File: config.mk
export PLATFORM = sky130hd
export DESIGN_NAME = llc_mem_arbiter
export DESIGN_NICKNAME = d
export VERILOG_FILES = /design/src/rtl/llc_mem_arbiter.sv
export SDC_FILE = /design/constraint.sdc
export NUM_CORES = 1
export LEC_CHECK = 0
export BUFFER_PORTS_ARGS = -buffer_cell sky130_fd_sc_hd__buf_2
export CAP_MARGIN = 15
export CORE_AREA = 5 5 412 414
export CTS_CLUSTER_DIAMETER = 40
export CTS_CLUSTER_SIZE = 10
export DETAILED_ROUTE_END_ITERATION = 10
export DIE_AREA = 0 0 417 419
export PLACE_DENSITY_LB_ADDON = 0.08
export RECOVER_POWER = 25
export REMOVE_ABC_BUFFERS = 1
export SKIP_CTS_REPAIR_TIMING = 1
export SLEW_MARGIN = 40
export SYNTH_ARGS = -nofsm -noshare
export SYNTH_HDL_FRONTEND = slang
export SYNTH_SLANG_ARGS = --single-unit
File: constraint.sdc
create_clock -name clk -period 3.8 [get_ports clk]
set_clock_uncertainty 0.05 [all_clocks]
set_input_delay 0.57 -clock clk [delete_from_list [all_inputs] [get_ports clk]]
set_output_delay 0.57 -clock clk [all_outputs]
set_load 0.01 [all_outputs]
File: src/rtl/llc_mem_arbiter.sv
// llc_mem_arbiter
// Shares one memory request/response port among NUM_BANKS LLC banks.
// Bank requests (read fills and dirty writebacks) are arbitrated round-robin
// into a single registered request slot. Every issued read pushes its bank
// index into an in-order tag FIFO; memory responses are steered back to the
// bank at the FIFO head. Writes produce no response and no FIFO entry.
//
// Ports:
//   clk, rst             clock, asynchronous active-low reset
//   bank_req_*           per-bank request channel (flattened vectors)
//   mem_req_*            registered request channel to memory
//   mem_rsp_*            response channel from memory
//   bank_rsp_*           per-bank response channel (shared line data)
//   outstanding          number of reads in flight
//   orphan_rsp_err       sticky flag: response arrived with no read in flight
module llc_mem_arbiter #(
  parameter int NUM_BANKS       = 4,
  parameter int MAX_OUTSTANDING = 8,
  parameter int ADDR_W          = 26,
  parameter int LINE_W          = 128,
  parameter int HPROT_W         = 2
) (
  input  logic                                clk,
  input  logic                                rst,
  input  logic [NUM_BANKS-1:0]                bank_req_valid,
  output logic [NUM_BANKS-1:0]                bank_req_ready,
  input  logic [NUM_BANKS-1:0]                bank_req_hwrite,
  input  logic [NUM_BANKS*ADDR_W-1:0]         bank_req_addr,
  input  logic [NUM_BANKS*HPROT_W-1:0]        bank_req_hprot,
  input  logic [NUM_BANKS*LINE_W-1:0]         bank_req_line,
  output logic                                mem_req_valid,
  input  logic                                mem_req_ready,
  output logic                                mem_req_hwrite,
  output logic [ADDR_W-1:0]                   mem_req_addr,
  output logic [HPROT_W-1:0]                  mem_req_hprot,
  output logic [LINE_W-1:0]                   mem_req_line,
  input  logic                                mem_rsp_valid,
  output logic                                mem_rsp_ready,
  input  logic [LINE_W-1:0]                   mem_rsp_line,
  output logic [NUM_BANKS-1:0]                bank_rsp_valid,
  input  logic [NUM_BANKS-1:0]                bank_rsp_ready,
  output logic [LINE_W-1:0]                   bank_rsp_line,
  output logic [$clog2(MAX_OUTSTANDING):0]    outstanding,
  output logic                                orphan_rsp_err
);

  localparam int BANK_W = $clog2(NUM_BANKS);
  localparam int PTR_W  = $clog2(MAX_OUTSTANDING);
  localparam int CNT_W  = PTR_W + 1;
  localparam logic [CNT_W-1:0] MAX_CNT = CNT_W'(MAX_OUTSTANDING);

  logic [BANK_W-1:0]  rr_ptr_q, rr_ptr_d;
  logic               req_valid_q, req_valid_d;
  logic               req_hwrite_q, req_hwrite_d;
  logic [ADDR_W-1:0]  req_addr_q, req_addr_d;
  logic [HPROT_W-1:0] req_hprot_q, req_hprot_d;
  logic [LINE_W-1:0]  req_line_q, req_line_d;
  logic [BANK_W-1:0]  tag_mem_q [MAX_OUTSTANDING];
  logic [BANK_W-1:0]  tag_mem_d [MAX_OUTSTANDING];
  logic [PTR_W-1:0]   wr_ptr_q, wr_ptr_d;
  logic [PTR_W-1:0]   rd_ptr_q, rd_ptr_d;
  logic [CNT_W-1:0]   count_q, count_d;
  logic               orphan_q, orphan_d;

  logic                 slot_free;
  logic [NUM_BANKS-1:0] eligible;
  logic                 gnt_found;
  logic                 gnt_valid;
  logic [BANK_W-1:0]    gnt_idx;
  logic [BANK_W-1:0]    cand;
  logic                 push;
  logic                 pop;
  logic                 fifo_empty;
  logic [BANK_W-1:0]    head;

  // Round-robin grant. Reads are held back once the tag FIFO is full, judged
  // on the registered count so a same-cycle pop never frees a slot early.
  always_comb begin
    slot_free = !req_valid_q || mem_req_ready;
    for (int i = 0; i < NUM_BANKS; i++) begin
      eligible[i] = bank_req_valid[i] & (bank_req_hwrite[i] | (count_q < MAX_CNT));
    end
    gnt_found = 1'b0;
    gnt_idx   = '0;
    cand      = '0;
    for (int k = 0; k < NUM_BANKS; k++) begin
      cand = rr_ptr_q + BANK_W'(k);
      if (!gnt_found && eligible[cand]) begin
        gnt_found = 1'b1;
        gnt_idx   = cand;
      end
    end
    gnt_valid      = slot_free & gnt_found;
    bank_req_ready = '0;
    if (gnt_valid) bank_req_ready[gnt_idx] = 1'b1;
    push = gnt_valid & ~bank_req_hwrite[gnt_idx];
  end

  // Response steering: the FIFO head names the bank owed the next line.
  // With nothing in flight a response is an orphan and is never accepted.
  always_comb begin
    fifo_empty     = (count_q == '0);
    head           = tag_mem_q[rd_ptr_q];
    bank_rsp_valid = '0;
    mem_rsp_ready  = 1'b0;
    if (!fifo_empty) begin
      bank_rsp_valid[head] = mem_rsp_valid;
      mem_rsp_ready        = bank_rsp_ready[head];
    end
    pop           = mem_rsp_valid & mem_rsp_ready;
    bank_rsp_line = mem_rsp_line;
  end

  // Next-state: request slot loads on a grant, otherwise empties once taken.
  always_comb begin
    rr_ptr_d     = rr_ptr_q;
    req_valid_d  = req_valid_q;
    req_hwrite_d = req_hwrite_q;
    req_addr_d   = req_addr_q;
    req_hprot_d  = req_hprot_q;
    req_line_d   = req_line_q;
    tag_mem_d    = tag_mem_q;
    wr_ptr_d     = wr_ptr_q;
    rd_ptr_d     = rd_ptr_q;
    count_d      = count_q;
    orphan_d     = orphan_q | (mem_rsp_valid & fifo_empty);

    if (gnt_valid) begin
      rr_ptr_d     = gnt_idx + BANK_W'(1);
      req_valid_d  = 1'b1;
      req_hwrite_d = bank_req_hwrite[gnt_idx];
      req_addr_d   = bank_req_addr[gnt_idx*ADDR_W +: ADDR_W];
      req_hprot_d  = bank_req_hprot[gnt_idx*HPROT_W +: HPROT_W];
      req_line_d   = bank_req_line[gnt_idx*LINE_W +: LINE_W];
    end else if (mem_req_ready) begin
      req_valid_d = 1'b0;
    end

    if (push) begin
      tag_mem_d[wr_ptr_q] = gnt_idx;
      wr_ptr_d            = wr_ptr_q + PTR_W'(1);
    end
    if (pop) rd_ptr_d = rd_ptr_q + PTR_W'(1);

    case ({push, pop})
      2'b10:   count_d = count_q + CNT_W'(1);
      2'b01:   count_d = count_q - CNT_W'(1);
      default: count_d = count_q;
    endcase
  end

  always_ff @(posedge clk or negedge rst) begin
    if (!rst) begin
      rr_ptr_q     <= '0;
      req_valid_q  <= 1'b0;
      req_hwrite_q <= 1'b0;
      req_addr_q   <= '0;
      req_hprot_q  <= '0;
      req_line_q   <= '0;
      tag_mem_q    <= '{default: '0};
      wr_ptr_q     <= '0;
      rd_ptr_q     <= '0;
      count_q      <= '0;
      orphan_q     <= 1'b0;
    end else begin
      rr_ptr_q     <= rr_ptr_d;
      req_valid_q  <= req_valid_d;
      req_hwrite_q <= req_hwrite_d;
      req_addr_q   <= req_addr_d;
      req_hprot_q  <= req_hprot_d;
      req_line_q   <= req_line_d;
      tag_mem_q    <= tag_mem_d;
      wr_ptr_q     <= wr_ptr_d;
      rd_ptr_q     <= rd_ptr_d;
      count_q      <= count_d;
      orphan_q     <= orphan_d;
    end
  end

  assign mem_req_valid  = req_valid_q;
  assign mem_req_hwrite = req_hwrite_q;
  assign mem_req_addr   = req_addr_q;
  assign mem_req_hprot  = req_hprot_q;
  assign mem_req_line   = req_line_q;
  assign outstanding    = count_q;
  assign orphan_rsp_err = orphan_q;

endmodule

* Yosys cells after proc, flatten, opt, wreduce, memory -nomap -nowiden
Cells that the tools add are included.
** Word-level totals
- Register bits after elaboration :: 187
- Input bits :: 768
- Output and inout port bits :: 300
- Logic and storage cells :: 111
** Operators by class
- Add/sub/neg operators :: 8
- Multipliers :: 1
- Order comparisons :: 12
- Eq/ne operators :: 2
- Shifts and indexed selects :: 3
- Multiplexer cells :: 36
- Bitwise logic cells :: 17
- Reductions and logical operators :: 14
** Operators by type and width (count)
- 512-bit by 10-bit variable part select with 128-bit output :: 1
- 104-bit by 8-bit variable part select with 26-bit output :: 1
- 2-bit by 3-bit < comparator with 1-bit output, second input constant :: 6
- 16-bit bitwise mux :: 1
- 1-bit 2-to-1 mux :: 15
- 2-bit 2-to-1 mux :: 7
- 1-bit binary-select mux with 2-bit select :: 6
- 1-bit AND :: 8
- 4-bit greater-or-equal comparator, second input constant :: 2
- 4-bit 2-to-1 mux :: 2
- 3-bit inverter with 4-bit output :: 2
- 4-bit case mux with 2 select lines :: 1
- 8-bit by 4-bit variable part select with 2-bit output :: 1
- 3-bit by 1-bit adder with 3-bit output, second input constant :: 2
- 2-bit binary-select mux with 3-bit select :: 1
- 2-bit demux with 3-bit select :: 1
- 1-bit logical AND :: 6
- 2-bit by 4-bit multiplier with 6-bit output, second input constant :: 1
- 1-bit bitwise OR :: 5
- 2-bit by 1-bit adder with 2-bit output, second input constant :: 2
- 2-bit adder, second input constant :: 2
- 4-bit by 1-bit adder with 4-bit output, second input constant :: 1
- 4-bit AND :: 1
- 1-bit demux with 2-bit select :: 2
- other kinds (11) :: 16

* Longest topological paths before layout
- Word-level depth :: 21
- Mapped depth :: 18
- Depth with buffers taken out :: 15

* Least setup slack after synthesis
OpenSTA, ideal clock, no wires.
- Kind :: in2reg
- From :: in bank_req_hwrite[2]
- To :: reg count_q[3], in the netlist outstanding[3]
- Setup time :: 0.122 ns
- Data arrival time :: 3.174 ns
- Required time :: 3.628 ns
- Setup slack :: 0.453 ns
- Cell stages on the path :: 16
- Path buffers :: 1
- Cell sequence :: mux2i_1 > a21oi_2 > nor2b_1 > o21ai_0 > a31oi_4 > buf_6 > mux2i_4 > nor2_2 > inv_1 > ha_1 > ha_1 > a21o_1 > a21oi_1 > xnor2_1 > nor2_1 > xnor2_1
** On the way
- Word-level cells in the longest chain between the ends :: 20
- Elaborated cells on any way between the ends :: 33
- Those cells by class :: 2 x eq/ne; 19 x mux; 5 x bitwise; 7 x reduce/logical
** RTL lines
- start, declared :: RTL line 27 : input logic [NUM_BANKS-1:0] bank_req_hwrite,
- 1-bit bitwise OR :: RTL line 81 : eligible[i] = bank_req_valid[i] & (bank_req_hwrite[i] | (count_q < MAX_CNT));
- 1-bit AND :: RTL line 81
- 1-bit binary-select mux with 2-bit select :: RTL line 88 : if (!gnt_found && eligible[cand]) begin
- 1-bit 2-to-1 mux (implied by the code) :: RTL line 88
- 1-bit 2-to-1 mux :: RTL line 88
- 1-bit logical NOT :: RTL line 88
- 1-bit logical AND :: RTL line 88
- 1-bit 2-to-1 mux :: RTL line 88
- [4 not listed]
- 1-bit logical AND :: RTL line 88
- 2-bit 2-to-1 mux :: RTL line 88
- 1-bit binary-select mux with 2-bit select :: RTL line 96 : push = gnt_valid & ~bank_req_hwrite[gnt_idx];
- 1-bit 2-to-1 mux (implied by the code) :: RTL line 96
- 1-bit inverter :: RTL line 96
- 1-bit AND * :: RTL line 96
- 2-bit by 1-bit == test with 1-bit output or 2-bit == test (tied branches) :: RTL line 145 : case ({push, pop})
- 4-bit case mux with 2 select lines or 2-bit nonzero test (tied branches)
- end signal, assigned :: RTL line 175 : count_q <= count_d;
- end, declared :: RTL line 62 : logic [CNT_W-1:0] count_q, count_d;
Mark *: on every way between the ends. The rest lies on a longest branch, timed or not. The select of a mux whose other input is x is not followed.
A chain may end at the register's enable or synchronous reset.

* Final worst setup path
- From :: reg rr_ptr_q[0]
- To :: out bank_req_ready[0]
** On the way
- Word-level cells in the longest chain between the ends :: 17
- Elaborated cells on any way between the ends :: 32
- Those cells by class :: 3 x add/sub; 2 x order compare; 19 x mux; 1 x bitwise; 7 x reduce/logical
** RTL lines
- start, declared :: RTL line 52 : logic [BANK_W-1:0] rr_ptr_q, rr_ptr_d;
- start signal, assigned :: RTL line 166 : rr_ptr_q <= rr_ptr_d;
- parallel branches: the longest is 16 deep, another holds 2-bit by 3-bit < comparator with 1-bit output
- 4-bit 2-to-1 mux * :: RTL line 95 : if (gnt_valid) bank_req_ready[gnt_idx] = 1'b1;
- end, declared :: RTL line 26 : output logic [NUM_BANKS-1:0] bank_req_ready,
Mark *: on every way between the ends. The select of a mux whose other input is x is not followed.

==> results.json <==
{
  "finalSetupViolCount": 0,
  "ys_seq_elements": 187,
  "pre_cts_slack_ns": 0.1851,
  "viasPerCell": 3.277,
  "clockRootBuffer": "clkbuf_16",
  "synth_flop_cell": "dfrtp_1",
  "fp.dieH_um": 419,
  "hold_path.class": "primary input to register",
  "firstDrtPassIters": 5,
  "hpwl_um": 109000,
  "setup.worst_path.end_class": "output port",
  "port_buffers": 811,
  "yosys_warnings": 0,
  "wl_per_cell_um": 26.18,
  "cts_buffers": 17,
  "synth_edf_count": 0,
  "final_common_cell": "nand2_1",
  "use_met2_pct": 20.14,
  "synthTopCellsByArea": "dfrtp_1 (35%), nand2_1 (27%), o21ai_0 (12%)",
  "grt_pass1_vias": 16550,
  "vdd.ir_drop.worst_mv": 0.4140,
  "finalMaxSlewViolations": 37,
  "tightest_slew_ns": 2.659,
  "vias": 15980,
  "ctsHtreeMaxLevel": 4,
  "grt.total_usage_pct": 13.96,
  "cts_tree": "built",
  "synth_top_area_share_pct": 35.16,
  "rows": 150,
  "clkTransAtPathRegs_ns": 0.10,
  "criticalPathCategory": "register to output port",
  "drive_above_1_share_pct": 35.03,
  "clock.fmax_mhz": 279.0,
  "drc": 0,
  "top_usage_layer": "met2",
  "crit_arrival_ns": 2.96,
  "status": "finished, violations left",
  "cp.required_ns": 3.18,
  "final_nets": 3434,
  "core_um2": 165900,
  "leakagePower_nw": 9.898,
  "placed_area_um2": 19270,
  "start_kind": "register",
  "postSynthAreaPerCell_um2": 6.579,
  "drtIter0Drc": 823,
  "worstSkewPairLatency_ns": 0.51,
  "synth.yosys.seq_area_share_pct": 35.16,
  "cts_sinks": 187,
  "die-area_um2": 174700,
  "synthCells": 2023,
  "rsz0062_at_grt": "false",
  "grt_pass1_wl_um": 161900,
  "use_met1_pct": 11.84,
  "syn-cell-area_um2": 13310,
  "yosysTopAreaCell": "dfrtp_1",
  "die_x_um": 417,
  "antenna_found_initial": 13,
  "worst-path-max-fanout": 19,
  "slew_headroom_pct": -77.27,
  "violations": "capacitance limit, slew limit",
  "cellPowerDensity_nw_per_um2": 948.6,
  "post-route-period-util_pct": 94.33,
  "area_delta_synth_final_pct": 49.92,
  "grt_max_degree": 154,
  "finalWorstSetupSlack_ns": 0.2154,
  "yosys.cell_types.count": 42,
  "final_cell_mix": "nand2_1 (950), buf_2 (810), o21ai_0 (318)",
  "start_util_pct": 8.023,
  "synthArstFlopShare_pct": 100.0,
  "place_congestion": 0.8627,
  "clk_path_buf_depth": 2,
  "totalWireLength_um": 127700,
  "met3_usage_pct": 17.26,
  "max_cap_viol_count": 1,
  "final_hold_viol_count": 0,
  "io_pins": 1068,
  "ant_nets": 0,
  "overflow": 0,
  "design_area_um2": 19950,
  "timing.final.crit_period_ns": 3.585
}
[critical path, stage by stage (launching register included)]
cell      delay [ns]
dfrtp_2         0.50
buf_4           0.19
a221o_1         0.43
o211ai_1        0.30
a21oi_4         0.14
buf_12          0.18
inv_8           0.22
ha_1            0.18
and2_1          0.12
buf_2           0.13
[synth_stat cells, types with 4 or more instances]
cell type  count
a21oi_1        7
and2_1         5
buf_1          5
buf_2         64
buf_4        128
clkbuf_1      75
dfrtp_1      187
ha_1           9
inv_1          9
mux2i_1       13
mux4_2         4
nand2_1      950
nand3_1      162
nor2_1        11
nor2b_1        7
o21ai_0      318
o21ai_1       12
o31ai_1       16
xnor2_1        4
xor2_1         4
[logic make-up after synthesis]
kind of cell	count (synthesis)	share of synthesized area, %
adders and majority gates	10	0.9964
xor gates and xnor gates	8	0.5264
AOI/OAI and AO/OA	368	14.58
muxes	22	2.181
buffers and inverters	285	12.42
and+or+nand+nor	1143	34.14
DFF	187	35.16
[path summary, 6_finish.rpt]
kind                           startpoint                 to  slack [ns]  cells past startpoint
hold / removal              mem_rsp_valid     orphan_rsp_err        0.22                      2
max in group asynchronous             rst  mem_req_line[107]        0.76                      4
min in group asynchronous             rst   mem_req_line[78]        1.38                      2
hold reg to reg            orphan_rsp_err     orphan_rsp_err        0.42                      1
setup / recovery              rr_ptr_q[0]  bank_req_ready[0]        0.22                      9
setup reg to reg              rr_ptr_q[0]     outstanding[3]        0.35                     17
[flip-flops by register name (all words and copies together), names as in the netlist, 2 cells and up]
| name | cells |
|---|---|
| mem_req_addr | 26 |
| mem_req_hprot | 2 |
| rr_ptr_q | 2 |
| wr_ptr_q | 3 |
| outstanding | 4 |
| tag_mem_q | 16 |
| rd_ptr_q | 3 |
| mem_req_line | 128 |
[through the flow]
| stage | TNS, ns | total power [mW] | util [%] | hold slack, ns | cells |
|---|---|---|---|---|---|
| 4_1_cts | -0.4508 | 19.63 | 11.98 | -0.01297 | 4868 |
| 3_3_place_gp | 0 | 17.54 | 11.62 | 0.4033 | 4836 |
| 5_1_grt | 0 | 21.13 | 12.03 | 0.1612 | 4877 |
| 2_1_floorplan | -3645.63 | 8.446 | - | 0.2244 | 1748 |
| 3_5_place_dp | 0 | 17.41 | 11.62 | 0.4027 | 4836 |
| 6_report | 0 | 18.93 | 12.03 | 0.2238 | 4877 |
[routing by layer]
layer / share of wire [%] / vias to the layer above
li1: - / 7695
met1: 32 / 7330
met2: 42 / 852
met3: 23 / 86
met4: 1.6 / 20
met5: 1.4 / -
[power by group]
group / total, mW / switching, mW / internal (mW)
clock network: 2.05 / 1.10 / 0.955
logic: 13.2 / 8.76 / 4.42
registers: 3.70 / 0.645 / 3.06
total: 18.9 / 10.5 / 8.43
[cell type report]
cell class | instances | area [µm²]
clock inverters | 15 | 187.7
repair buffers | 889 | 4851
flip-flops and latches | 187 | 4681
diodes | 4 | 10.01
multi-input cells | 1551 | 6997
clock buffers | 17 | 425.4
well taps | 2204 | 2758
fillers | 19730 | 146000
inverters | 10 | 45.04
Power figures use the tool's default switching activity.
